$ cat src/rtl/regfile_wb_arbiter_if.sv
// Bundle of register-file writeback signals shared by the pipeline, the late unit,
// the decode-stage busy lookup and the register-file write port.
interface regfile_wb_arbiter_if #(
  parameter int XLEN = 32
);
  logic            pipe_we;
  logic [4:0]      pipe_rd;
  logic [XLEN-1:0] pipe_wdata;
  logic            late_valid;
  logic            late_ready;
  logic [4:0]      late_rd;
  logic [XLEN-1:0] late_wdata;
  logic            issue_valid;
  logic [4:0]      issue_rd;
  logic [4:0]      r1;
  logic [4:0]      r2;
  logic            busy_r1;
  logic            busy_r2;
  logic            pipe_stall;
  logic            rf_we;
  logic [4:0]      rf_rd;
  logic [XLEN-1:0] rf_wdata;

  modport slave (
    input  pipe_we, pipe_rd, pipe_wdata,
    input  late_valid, late_rd, late_wdata,
    input  issue_valid, issue_rd, r1, r2,
    output late_ready, busy_r1, busy_r2, pipe_stall,
    output rf_we, rf_rd, rf_wdata
  );

  modport master (
    output pipe_we, pipe_rd, pipe_wdata,
    output late_valid, late_rd, late_wdata,
    output issue_valid, issue_rd, r1, r2,
    input  late_ready, busy_r1, busy_r2, pipe_stall,
    input  rf_we, rf_rd, rf_wdata
  );
endinterface

$ cat src/rtl/regfile_wb_arbiter.sv
// Register-file write-port arbiter: pipeline writeback first, buffered late results otherwise.
// Define WB_ARB_STARVE_GUARD_EN to add the starvation guard that forces a pipeline bubble.
module regfile_wb_arbiter #(
  parameter int XLEN         = 32,
  parameter int FIFO_DEPTH   = 2,
  parameter int STARVE_LIMIT = 8
) (
  input  logic                 clk,
  input  logic                 rst_n,
  regfile_wb_arbiter_if.slave  bus
);
  localparam int PW = $clog2(FIFO_DEPTH);
  localparam int CW = PW + 1;

  if (FIFO_DEPTH < 2 || STARVE_LIMIT < 1) begin : g_bad_cfg
    $error("regfile_wb_arbiter: FIFO_DEPTH must be >= 2 and STARVE_LIMIT >= 1");
  end

  typedef struct packed {
    logic [4:0]      rd;
    logic [XLEN-1:0] wdata;
  } wb_entry_t;

  wb_entry_t       mem [FIFO_DEPTH];
  wb_entry_t       head;
  logic [PW-1:0]   wptr, rptr;
  logic [CW-1:0]   count, count_next;
  logic            late_ready_q;
  logic [31:0]     pending, pending_next;
  logic            empty, push, pop;
  logic            pipe_req, pipe_grant, drain;
  logic            pipe_stall;

  assign empty = (count == '0);
  assign head  = mem[rptr];

  // A write request during reset is suppressed so nothing reaches the register file.
  assign pipe_req   = rst_n && bus.pipe_we && (bus.pipe_rd != 5'd0);
  assign pipe_grant = pipe_req && !pipe_stall;
  assign drain      = !pipe_grant && !empty;
  assign pop        = drain;
  assign push       = bus.late_valid && late_ready_q && (bus.late_rd != 5'd0);

  assign count_next = count + CW'(push) - CW'(pop);

  // NOTE: sequential state uses non-blocking assignments so every flop samples
  // pre-edge values regardless of block evaluation order.
  always_ff @(posedge clk or negedge rst_n) begin
    if (!rst_n) begin
      wptr         <= '0;
      rptr         <= '0;
      count        <= '0;
      late_ready_q <= 1'b1;
      pending      <= '0;
    end else begin
      if (push) wptr <= wptr + 1'b1;
      if (pop)  rptr <= rptr + 1'b1;
      count        <= count_next;
      late_ready_q <= (count_next != CW'(FIFO_DEPTH));
      pending      <= pending_next;
    end
  end

  // NOTE: the data array carries no reset; count/pointers gate every read, so
  // stale contents are never observed and the storage stays plain flops/RAM.
  always_ff @(posedge clk) begin
    if (push) mem[wptr] <= '{rd: bus.late_rd, wdata: bus.late_wdata};
  end

  // NOTE: every always_comb output gets a default first, so no path infers a latch.
  always_comb begin
    pending_next = pending;
    if (drain) pending_next[head.rd] = 1'b0;
    // A new issue to the register being committed keeps it pending (set wins).
    if (bus.issue_valid && bus.issue_rd != 5'd0) pending_next[bus.issue_rd] = 1'b1;
  end

  always_comb begin
    bus.rf_we    = 1'b0;
    bus.rf_rd    = 5'd0;
    bus.rf_wdata = '0;
    if (pipe_grant) begin
      bus.rf_we    = 1'b1;
      bus.rf_rd    = bus.pipe_rd;
      bus.rf_wdata = bus.pipe_wdata;
    end else if (drain) begin
      bus.rf_we    = 1'b1;
      bus.rf_rd    = head.rd;
      bus.rf_wdata = head.wdata;
    end
  end

  // The register file forwards the write data, so busy clears in the commit cycle.
  assign bus.busy_r1 = (bus.r1 != 5'd0) && pending[bus.r1] && !(drain && head.rd == bus.r1);
  assign bus.busy_r2 = (bus.r2 != 5'd0) && pending[bus.r2] && !(drain && head.rd == bus.r2);

  assign bus.late_ready = late_ready_q;
  assign bus.pipe_stall = pipe_stall;

`ifdef WB_ARB_STARVE_GUARD_EN
  localparam int SCW = $clog2(STARVE_LIMIT + 1);

  typedef enum logic {
    S_RUN,
    S_FORCE
  } guard_state_t;

  guard_state_t   state_q, state_d;
  logic [SCW-1:0] cnt_q, cnt_d;
  logic           blocked;

  assign blocked = !empty && pipe_req;

  always_ff @(posedge clk or negedge rst_n) begin
    if (!rst_n) begin
      state_q <= S_RUN;
      cnt_q   <= '0;
    end else begin
      state_q <= state_d;
      cnt_q   <= cnt_d;
    end
  end

  always_comb begin
    state_d    = state_q;
    cnt_d      = cnt_q;
    pipe_stall = 1'b0;
    case (state_q)
      S_RUN: begin
        if (!blocked) begin
          cnt_d = '0;
        end else if (cnt_q == SCW'(STARVE_LIMIT - 1)) begin
          cnt_d   = '0;
          state_d = S_FORCE;
        end else begin
          cnt_d = cnt_q + 1'b1;
        end
      end
      S_FORCE: begin
        // One-cycle bubble; the head is guaranteed present since nothing popped while blocked.
        pipe_stall = 1'b1;
        cnt_d      = '0;
        state_d    = S_RUN;
      end
      default: state_d = S_RUN;
    endcase
  end
`else
  assign pipe_stall = 1'b0;
`endif

endmodule

$ cat src/flat_wrapper.sv
// flat-port wrapper written by rule: the top's interface ports become plain ports
module regfile_wb_arbiter_flat 
#(
  parameter int XLEN         = 32,
  parameter int FIFO_DEPTH   = 2,
  parameter int STARVE_LIMIT = 8
)
  (clk, rst_n, bus_pipe_we, bus_pipe_rd, bus_pipe_wdata, bus_late_valid, bus_late_rd, bus_late_wdata, bus_issue_valid, bus_issue_rd, bus_r1, bus_r2, bus_late_ready, bus_busy_r1, bus_busy_r2, bus_pipe_stall, bus_rf_we, bus_rf_rd, bus_rf_wdata);
  regfile_wb_arbiter_if #(.XLEN(XLEN)) bus_i ();
  input  logic clk;
  input  logic rst_n;
  input wire logic [$bits(bus_i.pipe_we)-1:0] bus_pipe_we;
  input wire logic [$bits(bus_i.pipe_rd)-1:0] bus_pipe_rd;
  input wire logic [$bits(bus_i.pipe_wdata)-1:0] bus_pipe_wdata;
  input wire logic [$bits(bus_i.late_valid)-1:0] bus_late_valid;
  input wire logic [$bits(bus_i.late_rd)-1:0] bus_late_rd;
  input wire logic [$bits(bus_i.late_wdata)-1:0] bus_late_wdata;
  input wire logic [$bits(bus_i.issue_valid)-1:0] bus_issue_valid;
  input wire logic [$bits(bus_i.issue_rd)-1:0] bus_issue_rd;
  input wire logic [$bits(bus_i.r1)-1:0] bus_r1;
  input wire logic [$bits(bus_i.r2)-1:0] bus_r2;
  output wire logic [$bits(bus_i.late_ready)-1:0] bus_late_ready;
  output wire logic [$bits(bus_i.busy_r1)-1:0] bus_busy_r1;
  output wire logic [$bits(bus_i.busy_r2)-1:0] bus_busy_r2;
  output wire logic [$bits(bus_i.pipe_stall)-1:0] bus_pipe_stall;
  output wire logic [$bits(bus_i.rf_we)-1:0] bus_rf_we;
  output wire logic [$bits(bus_i.rf_rd)-1:0] bus_rf_rd;
  output wire logic [$bits(bus_i.rf_wdata)-1:0] bus_rf_wdata;
  assign bus_i.pipe_we = bus_pipe_we;
  assign bus_i.pipe_rd = bus_pipe_rd;
  assign bus_i.pipe_wdata = bus_pipe_wdata;
  assign bus_i.late_valid = bus_late_valid;
  assign bus_i.late_rd = bus_late_rd;
  assign bus_i.late_wdata = bus_late_wdata;
  assign bus_i.issue_valid = bus_issue_valid;
  assign bus_i.issue_rd = bus_issue_rd;
  assign bus_i.r1 = bus_r1;
  assign bus_i.r2 = bus_r2;
  assign bus_late_ready = bus_i.late_ready;
  assign bus_busy_r1 = bus_i.busy_r1;
  assign bus_busy_r2 = bus_i.busy_r2;
  assign bus_pipe_stall = bus_i.pipe_stall;
  assign bus_rf_we = bus_i.rf_we;
  assign bus_rf_rd = bus_i.rf_rd;
  assign bus_rf_wdata = bus_i.rf_wdata;
  regfile_wb_arbiter #(.XLEN(XLEN), .FIFO_DEPTH(FIFO_DEPTH), .STARVE_LIMIT(STARVE_LIMIT)) u_core (.clk(clk), .rst_n(rst_n), .bus(bus_i));
endmodule
$ cat config.mk
export PLATFORM = sky130hd
export DESIGN_NAME = regfile_wb_arbiter_flat
export DESIGN_NICKNAME = d
export VERILOG_FILES = /design/src/rtl/regfile_wb_arbiter_if.sv /design/src/rtl/regfile_wb_arbiter.sv /design/src/flat_wrapper.sv
export SDC_FILE = /design/constraint.sdc
export NUM_CORES = 1
export LEC_CHECK = 0
export BUFFER_PORTS_ARGS = -buffer_cell sky130_fd_sc_hd__buf_2
export CAP_MARGIN = 20
export CORE_UTILIZATION = 35
export DETAILED_ROUTE_END_ITERATION = 10
export PLACE_DENSITY_LB_ADDON = 0.15
export SLEW_MARGIN = 15
export SYNTH_ARGS = -nofsm -noshare
export SYNTH_HDL_FRONTEND = slang
export SYNTH_SLANG_ARGS = --single-unit
export TNS_END_PERCENT = 1
$ cat constraint.sdc
create_clock -name clk -period 3.3 [get_ports clk]
set_input_delay 0.825 -clock clk [delete_from_list [all_inputs] [get_ports clk]]
set_output_delay 0.825 -clock clk [all_outputs]
set_load 0.01 [all_outputs]
# [Word-level counts from Yosys, hierarchy flattened]
# Memories as Yosys holds them, arrays and structs flattened.
# Index checks and enable logic that the tools add are counted.
[classes] n_addsub=4 n_lt_le_gt_ge=6 eq_ne=3 mux=18 bitwise=3 reduce_logical=24
[op_table] op="32-bit two-way mux" count=4
[op_table] op="32-bit bitwise AND" count=1
[op_table] op="32-bit NOT" count=1
[op_table] op="32-bit OR" count=1
[op_table] op="5-bit nonzero test" count=5
[op_table] op="5-bit by 6-bit < comparator with 1-bit output, second input constant" count=4
[op_table] op="1-bit logical AND" count=14
[op_table] op="1-bit binary-select mux with 5-bit select" count=2
[op_table] op="1-bit demux with 5-bit select" count=2
[op_table] op="5-bit equality test" count=2
[op_table] op="5-bit by 1-bit greater-or-equal comparator with 1-bit output, second input constant" count=2
[op_table] op="5-bit two-way mux" count=2
[op_table] op="1-bit two-way mux" count=8
[op_table] op="1-bit zero test" count=4
[op_table] op="1-bit adder, second input constant" count=2
[op_table] op="2-bit by 1-bit adder with 2-bit output" count=1
[op_table] op="2-bit zero test" count=1
[op_table] op="2-bit inequality test, second input constant" count=1
[op_table] op="2-bit by 1-bit subtractor with 2-bit output" count=1
[totals] regBits=37 ram_bits=74 input_bits=94 out_inout_bits=42 wordCells=64 memories=1
[memory_table] name="u_core.mem" words=2 width=37 read_ports=1 rd_ports_with_merged_regs=0 wr=1 line_no="regfile_wb_arbiter.sv:24" rtl="wb_entry_t mem [FIFO_DEPTH];"

# [Depth between registers and ports, before layout]
# Gate-level depths: netlist (run 1).
# An unclocked memory read counts as a cell.
[depth] ltp_word=10 ltp_mapped=10 depth_no_buf=7

# [Worst setup path before layout (run 1)]
# Ideal clock, no wire load.
[synth_path] path_kind="input-to-reg" startpoint="in bus_late_rd[1]" endpoint="mem u_core.mem[0][0] (netlist name) (enable)" setup_ns=0.436 arrival_ns=2.805 required_time_ns=2.864 slack_ns=0.060 cell_stages=3 n_path_buf=0 path_cell_list="or3_1 -> o311a_1 -> nor2b_1"
[synth_via] elab_chain_len=4
[synth_rtl] item="start: declaration" line_no="flat_wrapper.sv:16" rtl="input wire logic [$bits(bus_i.late_rd)-1:0] bus_late_rd;"
[synth_rtl] item="5-bit nonzero test" line_no="regfile_wb_arbiter.sv:42" rtl="assign push = bus.late_valid && late_ready_q && (bus.late_rd != 5'd0);"
[synth_rtl] item="1-bit logical AND" line_no="regfile_wb_arbiter.sv:42"
[synth_rtl] item="1-bit two-way mux" line_no="regfile_wb_arbiter.sv:67" rtl="if (push) mem[wptr] <= '{rd: bus.late_rd, wdata: bus.late_wdata};"
[synth_rtl] item="1-bit two-way mux (not written as such)" line_no="regfile_wb_arbiter.sv:67"
[synth_rtl] item="end: declaration" line_no="regfile_wb_arbiter.sv:24"
# No other way between the ends.

# [Worst setup path in the final report (run 1)]
[layout_path] startpoint="in bus_pipe_rd[2]" endpoint="out bus_busy_r2"
[layout_via] elab_chain_len=7
[layout_rtl] item="start: declaration" line_no="flat_wrapper.sv:13" rtl="input wire logic [$bits(bus_i.pipe_rd)-1:0] bus_pipe_rd;"
[layout_rtl] item="5-bit nonzero test" line_no="regfile_wb_arbiter.sv:38" rtl="assign pipe_req = rst_n && bus.pipe_we && (bus.pipe_rd != 5'd0);"
[layout_rtl] item="1-bit logical AND" line_no="regfile_wb_arbiter.sv:38"
[layout_rtl] item="1-bit zero test" line_no="regfile_wb_arbiter.sv:40" rtl="assign drain = !pipe_grant && !empty;"
[layout_rtl] item="1-bit logical AND" line_no="regfile_wb_arbiter.sv:40"
[layout_rtl] item="1-bit logical AND" line_no="regfile_wb_arbiter.sv:95" rtl="assign bus.busy_r2 = (bus.r2 != 5'd0) && pending[bus.r2] && !(drain && head.rd == bus.r2);"
[layout_rtl] item="1-bit zero test" line_no="regfile_wb_arbiter.sv:95"
[layout_rtl] item="1-bit logical AND" line_no="regfile_wb_arbiter.sv:95"
[layout_rtl] item="end: declaration" line_no="flat_wrapper.sv:24" rtl="output wire logic [$bits(bus_i.busy_r2)-1:0] bus_busy_r2;"
# No other way between the ends.

==> flow_summary.yaml, run 1 <==
finish:
  synthToLayoutAreaGrowth_pct: 23.3
  layout_commonest_cell: "buf_2"
  fin_util: 0.448
  mostFrequentLayoutCells: "134 x buf_2, 88 x o21ai_0, 74 x edfxtp_1, 69 x mux2i_1, 60 x nand2_1"
  final_nets: 693
  final_cell_area_um2: 6590
  drive_gt1_frac: 0.292
  antennaDiodeCount: 0
  stdcell_count: 787
clocking:
  clkTransAtPathRegs_ns: 0.07
  htreeDepth: 3
  postCtsSetupBuffers: 0
  cts.sink_count: 111
  clock_path_buffers: 2
  cts_made_buffers: 9
  ctsHoldBuffers: 0
  cts_tree: "done"
  worstSkewPairLatency_ns: 0.34
  clockRootBuffer: "clkbuf_16"
  postCtsResizedCells: 0
sta:
  tns_ns: 0
  max_slew_margin: 0.372
  finalHoldViolCount: 0
  setup_viol: 0
  finClkSkew_ns: 0.00499
  min_period_ns: 3.24
  fin_ws_ns: 0.0555
  rsz0062_at_grt: "false"
  fmax_mhz: 308
  fin_crit_sh: 0.983
  tightest_slew_ns: 0.942
  maxSlewViolCount: 0
place:
  preCtsSetupSlack_ns: 0.0843
  globalplace.congestion: 0.913
  placed_cells: 771
  hpwl_um: 10000
  portBuffers: 134
  placed_area_um2: 6320
global_route:
  grt_pass1_vias: 4098
  grt_overflow: 0
  grt_first_pass_wirelength_um: 21900
  grt_max_degree: 38
  grt_use_total: 0.181
  antenna_found_initial: 0
pwr:
  p_seq_frac: 0.427
  power_switching_share: 0.366
  p_leak_nw: 2.75
  clkPwrFrac: 0.198
  vdd.ir_drop.worst_mv: 0.371
  p_int_mw: 3.23
  p_comb_frac: 0.375
  power_density_nw_per_um2: 773
  power.switching_mw: 1.86
routing:
  drt-met1-wl_um: 6310
  drc_errors: 9
  drt_wl_total_um: 13800
  vias: 4110
  drt_iter0_markers: 350
  ant_nets: 0
  vias_per_cell: 5.22
  dr_wl_met2_um: 6570
  post_drt_wl_per_cell_um: 17.5
  route.met3.wl_um: 681
  drt_pass1_iterations: 7
  topRoutingLayerUsed: "met4"
synth:
  syn_area_um2: 5350
  ys_ff_latch: 111
  syn_avg_cell_area_um2: 11.8
  synth_fp_nets: 550
  yosysSeqAreaShare: 0.589
  yosys_warnings: 0
  synth.distinct_cells: 42
  syn-instance-count: 455
setup_path:
  worstSetupStartpointType: "input pin"
  critical_path_class: "input pin to output port"
  crit_fanout: 8
  critical_path_required_ns: 2.47
  cp_data_arrival_time_ns: 2.42
  cp-end-kind: "output port"
floorplan:
  die_h_um: 126
  ios: 136
  coreArea_um2: 14700
  start_util: 0.364
  core.rowCount: 44
  fp.dieW_um: 126
  die_area_um2: 15800
status:
  run_status: "finished, violations left"
  violations: "design-rule violations"
run:
  maxCapViolations: 0
worst_hold_path:
  hold_class: "flip-flop to flip-flop"
==> critical path, stage by stage <==
cell,delay [ns]
buf_2,0.10
or4_4,0.55
o21ai_4,0.18
nand2_4,0.11
nor4_1,0.37
a21oi_1,0.12
buf_2,0.16
==> kinds of logic (layout without fill, tap and decap cells) <==
group | after synthesis | count (layout) | share of synthesized area
buf+inv | 20 | 168 | 0.0183
flops | 111 | 111 | 0.589
fa+ha+maj | 1 | 1 | 0.00234
mux | 72 | 72 | 0.136
compound gates | 128 | 128 | 0.132
other cells | 1 | 1 | 0.000701
simple gates | 109 | 109 | 0.101
xor+xnor | 13 | 13 | 0.0213
==> cell type report <==
cell class                      count  area (µm²)
Fill cell                        1376        8110
Sequential cell                   111        3150
Multi-Input combinational cell    324        2110
Timing Repair Buffer              151         823
Tap cell                          184         230
Clock buffer                       10         229
Clock inverter                      6        46.3
Inverter                            1        3.75
==> metrics by stage <==
step,hold WS (ns),power [mW]
3_5_place_dp,0.523,4.13
6_report,0.540,5.10
2_1_floorplan,0.455,3.36
3_3_place_gp,0.513,4.09
5_1_grt,0.570,5.44
4_1_cts,0.542,5.14
==> registers in the layout, indices dropped and copies added (netlist names) <==
name                   flops
u_core.mem                74
u_core.pending            32
u_core.count               2
u_core.bus.late_ready      1
u_core.rptr                1
u_core.wptr                1
==> per-layer routing <==
layer | GRT usage | up-vias
met1 | 0.243 | 1984
met3 | 0.0325 | 16
met2 | 0.294 | 126
met5 | 0 | -
met4 | 0.0653 | 0
li1 | - | 1984
==> synthesized netlist by cell type <==
cell type	n	share of area
a21oi_1	8	0.0075
and2_1	4	0.0047
inv_1	1	0.00070
a22o_1	2	0.0033
xor2_1	5	0.0082
edfxtp_1	74	0.42
ha_1	1	0.0023
nand4_1	3	0.0035
buf_1	2	0.0014
nor3_1	2	0.0019
a2111oi_0	2	0.0033
o21ai_0	90	0.084
dfrtp_1	36	0.17
buf_2	6	0.0056
mux2_2	3	0.0063
dfstp_2	1	0.0049
xnor2_1	8	0.013
nor2b_1	10	0.012
nand2b_1	5	0.0059
o21ai_4	1	0.0030
or3_1	1	0.0012
buf_4	2	0.0028
and3_1	2	0.0023
buf_6	1	0.0021
a31oi_1	2	0.0023
or4_4	1	0.0021
nand4_2	2	0.0047
or2_0	1	0.0012
o21ai_1	10	0.0094
nand2_1	60	0.042
and4b_1	2	0.0037
nor2_1	4	0.0028
nand2_4	1	0.0021
o21a_1	2	0.0028
a22oi_1	8	0.011
nand3_1	9	0.0084
o41ai_1	2	0.0033
o311a_1	1	0.0019
nor4_1	2	0.0023
mux2i_1	69	0.13
conb_1	1	0.00070
clkbuf_1	8	0.0056
==> power groups by stage <==
stage | Sequential [mW] | Combinational, mW | Clock [mW]
final | 2.18 | 1.91 | 1.01
after global routing | 2.22 | 2.13 | 1.09
after CTS | 2.17 | 1.93 | 1.03
after detailed placement | 2.20 | 1.93 | 0
after global placement | 2.18 | 1.91 | 0
after floorplan | 2.13 | 1.23 | 0
==> path summary, 6_finish.rpt <==
kind,end,slack (ns),depth (start not counted),from
worst max-delay path,bus_busy_r2,0.06,7,bus_pipe_rd[2]
worst min-delay path,u_core.pending[20],0.54,2,u_core.pending[20]
worst max register to register,u_core.pending[21],1.27,6,u_core.rptr
worst min register to register,u_core.pending[20],0.54,2,u_core.pending[20]
max in group asynchronous,u_core.rptr,2.27,2,rst_n
min in group asynchronous,u_core.pending[21],0.66,2,rst_n
No activity file was read; power rests on OpenSTA's default activity.
==> inputs of run 2 (changes only) <==
Clock period 3.3 ns to 4.1 ns, I/O delays scaled along.
==> run 2 against run 1 <==
Effect of this change:
- the run still ends with design-rule violations left
- non-clock buffer count decreased by 3
- core utilization decreased by 0.18 points
- global-route usage decreased by 0.28 points
- first-iteration DRC count decreased by 16%
- total power decreased by 19%
- sequential share of layout area increased by 0.19 points
- clock skew increased by 0.0022 ns
- highest routed layer unchanged
==> flow_summary.yaml, run 2 (synthesis results as in run 1) <==
status:
  run_status: "finished, violations left"
  violations: "design-rule violations"
pwr:
  power_density_nw_per_um2: 629
  vdd.ir_drop.worst_mv: 0.280
  p_leak_nw: 2.74
sta:
  maxSlewViolCount: 0
  fin_hold_ws_ns: 0.541
  min_period_ns: 3.71
  finalHoldViolCount: 0
  fin_crit_sh: 0.906
  rsz0062_at_grt: "false"
  tightest_slew_ns: 0.957
  tns_ns: 0
  setup_viol: 0
  fmax_mhz: 269
  finClkSkew_ns: 0.00716
  max_slew_margin: 0.362
floorplan:
  core.rowCount: 44
  coreArea_um2: 14700
  die_area_um2: 15800
  die_h_um: 126
  ios: 136
  start_util: 0.364
  fp.dieW_um: 126
setup_path:
  cp_data_arrival_time_ns: 2.69
  worstSetupStartpointType: "input pin"
  r2r_end: "u_core.pending[15]"
  crit_fanout: 8
  cp-end-kind: "output port"
  r2r_cells: 5
  cp_common_cell: "buf_2"
  rrSetupSlack_ns: 1.68
  path_cells: "buf_2 -> or4_4 -> o21ai_4 -> nand2_4 -> nor4_1 -> a21oi_1 -> buf_2"
  r2r_start: "u_core.rptr"
  critical_path_class: "input pin to output port"
  slowest_delay_ns: 0.55
  crit_slowest_cell: "or4_4"
  critical_path_required_ns: 3.07
finish:
  drive_gt1_frac: 0.293
  fillerInstances: 1390
  final_cell_area_um2: 6570
  layout_commonest_cell: "buf_2"
  fin_util: 0.447
  antennaDiodeCount: 0
  top_register: "u_core.mem"
  reg_top3: "u_core.mem: 74 flops, u_core.pending: 32 flops, u_core.count: 2 flops"
  synthToLayoutAreaGrowth_pct: 22.8
  mostFrequentLayoutCells: "134 x buf_2, 90 x o21ai_0, 74 x edfxtp_1, 69 x mux2i_1, 60 x nand2_1"
  final_nets: 690
  stdcell_count: 784
  largest_register_ffs: 74
  register_area_um2: 3150
  multiInputGateArea_um2: 2110
place:
  hpwl_um: 9860
  placed_area_um2: 6270
  portBuffers: 134
  globalplace.congestion: 0.879
  placed_cells: 768
routing:
  drt_wl_total_um: 13500
  drc_errors: 9
  post_drt_wl_per_cell_um: 17.3
  drt_pass1_iterations: 7
  vias: 4028
  ant_nets: 0
  vias_per_cell: 5.14
  drt_iter0_markers: 295
clocking:
  htreeDepth: 3
  clock_path_buffers: 2
  ctsHoldBuffers: 0
  cts.sink_count: 111
  postCtsSetupBuffers: 0
  clockRootBuffer: "clkbuf_16"
  postCtsResizedCells: 0
  worstSkewPairLatency_ns: 0.35
  cts_tree: "done"
  cts_made_buffers: 9
  clkTransAtPathRegs_ns: 0.08
run:
  maxCapViolations: 0
global_route:
  grt_use_total: 0.179
  grt_pass1_vias: 3993
  antenna_found_initial: 0
  grt_first_pass_wirelength_um: 21400
  grt_max_degree: 38
  grt_overflow: 0
worst_hold_path:
  hold_start: "u_core.wptr"
  whs_endpoint: "u_core.wptr"
  hold_class: "flip-flop to flip-flop"
  min_path_cells: 1
## run 2: cell count changes in the layout (fill, tap and decap cells not counted), moves of 2 or more
cell | previous run | this run
inv_8 | 0 | 3
o21ai_0 | 88 | 90
o21ai_1 | 12 | 10
buf_12 | 2 | 0
clkinv_1 | 2 | 0
## run 2: power breakdown
part | internal, mW | switching (mW) | total (mW)
clock | 0.434 | 0.436 | 0.870
combinational | 0.595 | 0.879 | 1.47
sequential | 1.57 | 0.218 | 1.79
## run 2: through the flow
step	setup WS (ns)	total power, mW
floorplan	0.660	2.70
global placement	0.431	3.27
detailed placement	0.402	3.30
CTS	0.384	4.17
global route	0.258	4.42
finish	0.385	4.13
## run 2: routing by layer
metal / global-route usage / wire (µm) / up-vias
met1: 0.236 / 6220 / 1899
li1: - / - / 1982
met5: 0 / 0 / -
met4: 0.0746 / 243 / 0
met2: 0.281 / 6250 / 131
met3: 0.0424 / 817 / 16
## run 2: area by class of cell
class,count,area share
clock buffer,9,0.0343
multi-input combinational,324,0.321
clock inverter,7,0.0109
inverter,1,0.000572
timing repair buffer,148,0.118
sequential,111,0.480
tap,184,0.0351
## run 2: worst max-delay path by stage
stage / start / endpoint / slack, ns / cells past startpoint
3_5_place_dp: bus_pipe_rd[2] / bus_busy_r2 / 0.40 / 7
5_1_grt: bus_pipe_rd[2] / bus_rf_wdata[5] / 0.26 / 7
2_1_floorplan: bus_late_rd[1] / u_core.mem[0][0] / 0.66 / 3
4_1_cts: bus_pipe_rd[2] / bus_busy_r2 / 0.38 / 7
6_report: bus_pipe_rd[2] / bus_busy_r2 / 0.39 / 7
3_3_place_gp: bus_pipe_rd[2] / bus_busy_r2 / 0.43 / 7
## run 2: worst max-delay path: cells and delay by family
| family | cells | cell delay, ns |
|---|---|---|
| buffers and inverters | 2 | 0.27 |
| AO/OA/AOI/OAI | 2 | 0.36 |
| AND/OR/NAND/NOR | 3 | 1.04 |
==> inputs of run 3 (changes only) <==
Settings changed: PLACE_DENSITY_LB_ADDON 0.15 to default.
==> run 3 against run 2 <==
Effect of this change:
- the flow still finishes with violations (design-rule violations)
- register-to-register slack is essentially flat
- total power rose by 0.70%
- core utilization fell by 0.060 points
- fmax decreased by 0.64%
- final area decreased by 0.13%
- via count rose by 2.4%
- count of clock-buffer cells in the layout is the same
- sequential share of layout area is 0.064 points higher
- first-iteration DRC count decreased by 8.5%
- final cell count decreased by 0.13%
- non-clock buffer count decreased by 1
- critical path type unchanged
==> flow_summary.yaml, run 3 (synthesis results as in run 1) <==
status:
  run_status: "finished, violations left"
  violations: "design-rule violations"
routing:
  post_drt_wl_per_cell_um: 17.7
  vias_per_cell: 5.27
  drt_pass1_iterations: 10
  drt_wl_total_um: 13900
  ant_nets: 0
  vias: 4124
  drc_errors: 8
  drt_iter0_markers: 270
clocking:
  worstSkewPairLatency_ns: 0.36
  clkTransAtPathRegs_ns: 0.07
  htreeDepth: 3
  postCtsSetupBuffers: 0
  postCtsResizedCells: 0
  clockRootBuffer: "clkbuf_16"
  clock_path_buffers: 2
  cts_tree: "done"
  ctsHoldBuffers: 0
  cts_made_buffers: 9
  cts.sink_count: 111
setup_path:
  startpoint: "rst_n"
  critical_path_required_ns: 3.07
  cp.depth: 7
  crit_fanout: 24
  cp_data_arrival_time_ns: 2.71
  r2r_end: "u_core.pending[1]"
  critical_path.top_delay_family: "buffers and inverters"
  worstSetupStartpointType: "input pin"
  critical_path_class: "input pin to output port"
  crit_slowest_cell: "o21a_1"
  path_buf_inv: 3
  slowest_delay_ns: 0.51
  cp_common_cell: "buf_2"
  r2r_start: "u_core.rptr"
  path_cells: "buf_2 -> and2_1 -> o21a_1 -> buf_4 -> nand2_1 -> o21ai_1 -> buf_2"
  endpoint: "bus_rf_wdata[20]"
  r2r_cells: 4
  rrSetupSlack_ns: 1.67
  cp-end-kind: "output port"
place:
  hpwl_um: 10300
  globalplace.congestion: 0.879
  portBuffers: 134
finish:
  reg_top3: "u_core.mem: 74 flops, u_core.pending: 32 flops, u_core.count: 2 flops"
  fillerInstances: 1348
  layout_commonest_cell: "buf_2"
  drive_gt1_frac: 0.292
  top_register: "u_core.mem"
  largest_register_ffs: 74
  fin_util: 0.446
  final_nets: 689
  mostFrequentLayoutCells: "134 x buf_2, 90 x o21ai_0, 74 x edfxtp_1, 69 x mux2i_1, 60 x nand2_1"
  antennaDiodeCount: 0
  synthToLayoutAreaGrowth_pct: 22.6
sta:
  finalHoldViolCount: 0
  tns_ns: 0
  rsz0062_at_grt: "false"
  maxSlewViolCount: 0
  fin_crit_sh: 0.912
  tightest_slew_ns: 0.931
  max_slew_margin: 0.380
  min_period_ns: 3.74
  setup_viol: 0
  fin_hold_ws_ns: 0.532
  finClkSkew_ns: 0.0121
  fmax_mhz: 267
worst_hold_path:
  hold_class: "flip-flop to flip-flop"
floorplan:
  start_util: 0.364
  die_h_um: 126
  core.rowCount: 44
  coreArea_um2: 14700
  die_area_um2: 15800
  ios: 136
  fp.dieW_um: 126
global_route:
  grt_first_pass_wirelength_um: 21700
  grt_max_degree: 38
  grt_overflow: 0
  grt_pass1_vias: 4141
  grt_use_total: 0.181
  antenna_found_initial: 0
run:
  maxCapViolations: 0
pwr:
  p_leak_nw: 2.73
  vdd.ir_drop.worst_mv: 0.236
  power_density_nw_per_um2: 634
[run 3: changes by cell type in the layout (fill, tap and decap cells not counted), sizes merged]
cell	delta
buf	-1
clkinvlp	-1
inv	+1
[run 3: worst min-delay path by stage]
stage / from / end / slack, ns / cells after the start
finish: u_core.pending[16] / u_core.pending[16] / 0.53 / 2
global route: u_core.pending[0] / u_core.pending[0] / 0.57 / 1
detailed placement: u_core.pending[16] / u_core.pending[16] / 0.52 / 2
global placement: u_core.pending[16] / u_core.pending[16] / 0.52 / 2
floorplan: u_core.wptr / u_core.wptr / 0.46 / 1
CTS: u_core.pending[16] / u_core.pending[16] / 0.54 / 2
[run 3: area by class of cell]
type                            count  area [µm²]  share of cell area
Clock inverter                      7        70.1              0.0107
Inverter                            1        3.75            0.000573
Multi-Input combinational cell    324        2110               0.322
Timing Repair Buffer              147         768               0.117
Sequential cell                   111        3150               0.481
Tap cell                          184         230              0.0351
Clock buffer                        9         225              0.0344
[run 3: power by group]
| group | total (mW) | switching (mW) | leakage [nW] | internal (mW) |
|---|---|---|---|---|
| logic | 1.50 | 0.903 | 1.45 | 0.598 |
| registers | 1.78 | 0.217 | 1.14 | 1.57 |
| clock network | 0.874 | 0.441 | 0.147 | 0.432 |
| total | 4.16 | 1.56 | 2.73 | 2.60 |
[run 3: worst reg2reg max path: cells and delay by family, from the launching register on]
| kind | cells | cell delay [ns] |
|---|---|---|
| DFF | 1 | 0.66 |
| muxes | 1 | 0.64 |
| and+or+nand+nor | 1 | 0.54 |
| AOI/OAI and AO/OA | 2 | 0.44 |
[run 3: per-stage QoR]
stage | worst slack, ns | instances | cell area, µm² | total power, mW
3_5_place_dp | 0.318 | 767 | 6260 | 3.31
4_1_cts | 0.317 | 783 | 6560 | 4.18
5_1_grt | 0.231 | 783 | 6560 | 4.41
2_1_floorplan | 0.660 | 455 | 5350 | 2.70
3_3_place_gp | 0.332 | 767 | 6260 | 3.27
6_report | 0.361 | 783 | 6560 | 4.16
[run 3: metal layers]
metal  up-vias  global-route usage  wire, µm
met2       150               0.288      6410
met4         0              0.0832       345
met5         -                   0         0
met3        26              0.0436       955
li1       1979                   -         -
met1      1969               0.235      6180
